<file path="config.mk">
export PLATFORM = sky130hd
export DESIGN_NAME = rr4_mux_arbiter
export DESIGN_NICKNAME = d
export VERILOG_FILES = /design/src/rtl/rr4_mux_arbiter.sv
export SDC_FILE = /design/constraint.sdc
export NUM_CORES = 1
export LEC_CHECK = 0
export BUFFER_PORTS_ARGS = -buffer_cell sky130_fd_sc_hd__buf_2
export CAP_MARGIN = 20
export CORE_MARGIN = 10
export CORE_UTILIZATION = 54
export DETAILED_ROUTE_END_ITERATION = 10
export HOLD_SLACK_MARGIN = 0.03
export PLACE_DENSITY = 0.85
export SYNTH_ARGS = -nofsm -noshare
export SYNTH_HDL_FRONTEND = slang
export SYNTH_SLANG_ARGS = --single-unit
</file>
<file path="constraint.sdc">
create_clock -name clk -period 4.25 [get_ports clk]
set_input_delay 0.2125 -clock clk [delete_from_list [all_inputs] [get_ports clk]]
set_output_delay 0.2125 -clock clk [all_outputs]
set_load 0.05 [all_outputs]
</file>
<file path="src/rtl/rr4_mux_arbiter.sv">
// Four-input round-robin arbiter that drives a registered-select data mux.
// Each grant lasts until its requester drops or MAX_HOLD beats are accepted.
module rr4_mux_arbiter #(
  parameter int W        = 1,
  parameter int MAX_HOLD = 4
) (
  input  logic         clk,
  input  logic         rst_n,
  input  logic [3:0]   req,
  input  logic [W-1:0] a,
  input  logic [W-1:0] b,
  input  logic [W-1:0] c,
  input  logic [W-1:0] d,
  input  logic         out_ready,
  output logic [3:0]   gnt,
  output logic         s1,
  output logic         s2,
  output logic [W-1:0] o,
  output logic         out_valid
);

  typedef enum logic {
    ST_IDLE,
    ST_GRANT
  } state_t;

  localparam logic [3:0] CNT_LAST = 4'(MAX_HOLD - 1);

  state_t       r_state;
  logic [1:0]   r_last;
  logic [1:0]   r_sel;
  logic [3:0]   r_cnt;
  logic [3:0]   r_gnt;

  state_t       w_state_nxt;
  logic [1:0]   w_last_nxt;
  logic [1:0]   w_sel_nxt;
  logic [3:0]   w_cnt_nxt;
  logic [3:0]   w_gnt_nxt;

  logic         w_found;
  logic [1:0]   w_win;
  logic         w_own;
  logic         w_valid;
  logic         w_beat;
  logic         w_release;
  logic [W-1:0] w_mux;

  // While granted r_last equals the owner, so one search from r_last covers
  // both the idle case and re-arbitration with the owner ranked last.
  always_comb begin
    w_found = 1'b0;
    w_win   = r_last;
    for (int unsigned k = 1; k <= 4; k++) begin
      if (!w_found && req[r_last + 2'(k)]) begin
        w_found = 1'b1;
        w_win   = r_last + 2'(k);
      end
    end
  end

  always_comb begin
    w_own     = req[r_sel];
    w_valid   = (|r_gnt) & w_own;
    w_beat    = w_valid & out_ready;
    w_release = ~w_own | (w_beat & (r_cnt == CNT_LAST));
  end

  always_comb begin
    w_state_nxt = r_state;
    w_last_nxt  = r_last;
    w_sel_nxt   = r_sel;
    w_cnt_nxt   = r_cnt;
    w_gnt_nxt   = r_gnt;
    case (r_state)
      ST_IDLE: begin
        w_gnt_nxt = '0;
        if (w_found) begin
          w_state_nxt = ST_GRANT;
          w_last_nxt  = w_win;
          w_sel_nxt   = w_win;
          w_cnt_nxt   = '0;
          w_gnt_nxt   = 4'b0001 << w_win;
        end
      end
      ST_GRANT: begin
        if (w_release) begin
          if (w_found) begin
            w_last_nxt = w_win;
            w_sel_nxt  = w_win;
            w_cnt_nxt  = '0;
            w_gnt_nxt  = 4'b0001 << w_win;
          end else begin
            w_state_nxt = ST_IDLE;
            w_gnt_nxt   = '0;
          end
        end else if (w_beat) begin
          w_cnt_nxt = r_cnt + 4'd1;
        end
      end
      default: begin
        w_state_nxt = ST_IDLE;
        w_gnt_nxt   = '0;
      end
    endcase
  end

  always_ff @(posedge clk or negedge rst_n) begin
    if (!rst_n) begin
      r_state <= ST_IDLE;
      r_last  <= 2'd3;
      r_sel   <= '0;
      r_cnt   <= '0;
      r_gnt   <= '0;
    end else begin
      r_state <= w_state_nxt;
      r_last  <= w_last_nxt;
      r_sel   <= w_sel_nxt;
      r_cnt   <= w_cnt_nxt;
      r_gnt   <= w_gnt_nxt;
    end
  end

  always_comb begin
    case (r_sel)
      2'd0:    w_mux = a;
      2'd1:    w_mux = b;
      2'd2:    w_mux = c;
      default: w_mux = d;
    endcase
  end

  assign gnt       = r_gnt;
  assign s1        = r_sel[1];
  assign s2        = r_sel[0];
  assign out_valid = w_valid;
  assign o         = w_valid ? w_mux : '0;

endmodule

</file>
==> impl_metrics.csv <==
group,metric,value,unit
sta,final_hold_viol_count,0,
global_route,grt_max_degree,14,
floorplanning,dieArea,3310,µm²
power_and_ir_drop,power_switching,341,µW
cells_and_area,register_area,328,µm²
route,drt-total-wl,1.66,mm
logic_synthesis,ys_warn_count,0,
cells_and_area,diodes,0,
cells_and_area,num-nets-final,105,
cells_and_area,n_fill_cell,110,
logic_synthesis,ys_seq_area_share,43.0,%
run,drv_cap,0,
clock_tree,cts_buffers,3,
setup_path,start_kind,"register",
setup_path,slowest_delay,590,ps
setup_path,reg2reg_slack,2420,ps
sta,worst_slew_pin_slew,631,ps
sta,finalCritPeriodShare,45.0,%
power_and_ir_drop,max-vdd-ir-drop,0.000404,V
floorplanning,die_w,57.6,µm
sta,setup_violations,0,
route,drc,0,
run_status,status,"finished clean",
route,wl_per_cell,15.5,µm
setup_path,cp_cell_sequence,"mux4_2 -> and3_2 -> buf_2",
route,via_per_inst,5.94,
power_and_ir_drop,clkPwrFrac,10.7,%
global_route,grt_antenna_before_repair,0,
power_and_ir_drop,pwr-share-seq,31.4,%
sta,grt_setup_unrepaired,"false",
global_route,grt_overflow,0,
clock_tree,cts.sinks,13,
global_route,grt_pass1_wl,2.83,mm
power_and_ir_drop,power_density,763,nW/µm²
logic_synthesis,avgSynthCellArea,11.0,µm²
sta,period_needed,1910,ps
placement,place_congestion,0.819,
cells_and_area,area_growth,19.0,%
setup_path,crit_type,"reg2out",
min_path,hold_start,"req[2]",
floorplanning,die_height,57.6,µm
setup_path,cp.arrival,1700,ps
clock_tree,clkLatencyLatePin,270,ps
power_and_ir_drop,p_comb_share,57.9,%
setup_path,r2r_end,"r_sel[1]$_DFFE_PN0P_",
cells_and_area,multi_input_area,408,µm²
placement,hpwl,1.34,mm
power_and_ir_drop,p_leak,0.443,nW
min_path,hp-class,"in2reg",
setup_path,reg2regPathDepth,5,
route,first_pass_iters,4,
clock_tree,cts_tree,"yes",
route,vias,636,
cells_and_area,layout-drive-gt1-share,34.8,%
min_path,min_path_cells,3,
setup_path,crit_fanout,5,
logic_synthesis,postSynthCellCount,69,
setup_path,worstReg2RegStart,"r_cnt[0]$_DFFE_PN0P_",
sta,drv_slew,0,
setup_path,critPathTopFamily,"multiplexers",
setup_path,end_kind,"primary output",
logic_synthesis,yosysTopAreaCellShare,36.1,%
global_route,grt_util_all_layers,10.6,%
placement,io_buffer_count,18,
floorplanning,ios,19,
setup_path,crit_slowest_cell,"mux4_2",
power_and_ir_drop,p_sw_share,49.2,%
clock_tree,h-tree-depth,1,
clock_tree,path_clk_slew,80,ps
setup_path,crit_buf_inv,1,
min_path,whs_endpoint,"r_state$_DFF_PN0_",
cells_and_area,design_area,907,µm²
clock_tree,clock-root-buffer,"clkbuf_4",
cells_and_area,post-route-util,68.9,%
floorplanning,fp.coreArea,1320,µm²
logic_synthesis,ys_top_cells_by_area,"dfrtp_1 36%, dfstp_2 6.9%, mux4_2 5.9%",
sta,timing.fmax,523,MHz
logic_synthesis,synth_cell_types,30,
floorplanning,rows,13,
clock_tree,cts_setup_buffers,0,
logic_synthesis,synth_top_area_cell,"dfrtp_1",
sta,max_slew_margin,57.7,%
clock_tree,cts_buffer_depth,2,
global_route,first_global_vias,656,
logic_synthesis,syn-num-nets,81,
logic_synthesis,ys_ff_latch,13,
power_and_ir_drop,internal_power,351,µW
route,drt.antenna.violating_nets,0,
route,drtIter0Drc,7,
placement,placed_area,871,µm²
setup_path,required,4040,ps
logic_synthesis,synth_area,762,µm²
sta,setup_tns,0,ps
floorplanning,initial_core_util,57.8,%
sta,skew,9.83,ps
[through the flow]
step / worst slack (ps) / cells / hold slack, ps / total power, mW
global route: 2260 / 107 / 236 / 0.742
global placement: 2450 / 102 / 105 / 0.613
floorplan: 2200 / 69 / -83.1 / 0.534
finish: 2340 / 107 / 234 / 0.692
detailed placement: 2420 / 102 / 111 / 0.622
CTS: 2320 / 107 / 224 / 0.700
[worst register-to-register path, cell delays in order, from the launching register on]
cell and delay (ps):
dfrtp_1 390, ha_1 190, or3b_1 390, o211a_4 310
nor2_8 140, mux2_4 310
[cell usage in the layout, fill, tap and decap left out, types with 2 or more instances in the layout]
cell,synthesis,layout
nand2b_1,2,2
dfrtp_1,11,11
mux4_2,2,2
a211o_1,3,3
a211oi_1,2,2
nor3b_1,2,2
clkbuf_4,0,3
mux2i_1,3,3
a21oi_1,2,2
nor2_1,2,2
buf_2,0,18
dfstp_2,2,2
o21ai_0,5,5
nand2_1,7,7
inv_1,7,7
o41ai_1,3,3
[worst max-delay path by stage]
stage / from / endpoint / slack (ps) / cells after the start
6_report: r_sel[0]$_DFFE_PN0P_ / o / 2340 / 3
5_1_grt: r_sel[0]$_DFFE_PN0P_ / o / 2260 / 3
4_1_cts: r_sel[0]$_DFFE_PN0P_ / o / 2320 / 3
3_5_place_dp: r_cnt[0]$_DFFE_PN0P_ / r_sel[1]$_DFFE_PN0P_ / 2420 / 5
3_3_place_gp: r_cnt[0]$_DFFE_PN0P_ / r_sel[1]$_DFFE_PN0P_ / 2450 / 5
2_1_floorplan: r_sel[0]$_DFFE_PN0P_ / r_sel[1]$_DFFE_PN0P_ / 2200 / 4
[routing by layer]
| metal | GRT usage (%) | vias up | wire length (µm) |
|---|---|---|---|
| li1 | - | 312 | - |
| met1 | 10.4 | 308 | 634 |
| met2 | 19.3 | 12 | 908 |
| met3 | 4.20 | 4 | 86 |
| met4 | 3.69 | 0 | 26 |
| met5 | 0 | - | 0 |
[flip-flops by register name, summed over array words and instances, names as in the netlist]
register and flops:
gnt 4, r_cnt 4, r_last 2, r_sel 2, r_state 1
[Yosys cell counts]
master / number
or2_2: 1
mux2i_1: 3
nand4_1: 1
nor4_4: 1
a211oi_1: 2
nand2_1: 7
o211a_4: 1
nor2_1: 2
a32o_1: 1
and2_1: 1
or4_1: 1
o41ai_1: 3
and3_2: 1
mux4_2: 2
a211o_1: 3
or3b_1: 1
nor3b_1: 2
mux2_4: 1
nand2b_1: 2
a32o_2: 1
ha_1: 1
inv_1: 7
a21oi_1: 2
nor2_8: 1
nor3_1: 1
dfrtp_1: 11
dfstp_2: 2
a31o_1: 1
nand3_1: 1
o21ai_0: 5
[power groups by stage]
| stage | combinational [mW] | sequential, mW | clock (mW) |
|---|---|---|---|
| floorplan | 0.242 | 0.291 | 0 |
| global placement | 0.396 | 0.217 | 0 |
| detailed placement | 0.402 | 0.220 | 0 |
| CTS | 0.405 | 0.217 | 0.0782 |
| global route | 0.432 | 0.225 | 0.0843 |
| finish | 0.400 | 0.217 | 0.0742 |
[layout make-up]
class | instances | area share, %
inverters | 7 | 2.90
repair buffers | 19 | 11.0
multi-input cells | 49 | 45.0
flip-flops and latches | 13 | 36.1
well taps | 15 | 2.07
clock buffers | 4 | 2.90
[logic make-up after synthesis]
kind of cell,after synthesis,share of synthesized area (%)
AND/OR/NAND/NOR,23,20.4
AO/OA/AOI/OAI,19,19.7
flip-flops,13,43.0
buffers and inverters,7,3.45
multiplexers,6,11.8
adder cells (fa/ha/maj),1,1.64
[what timing repair did]
item                                   CTS  global route
resized for setup                        0             0
hold buffers                             1             0
endpoints found under the hold margin   11             0
Note: power is estimated with default switching activity, not from simulation.
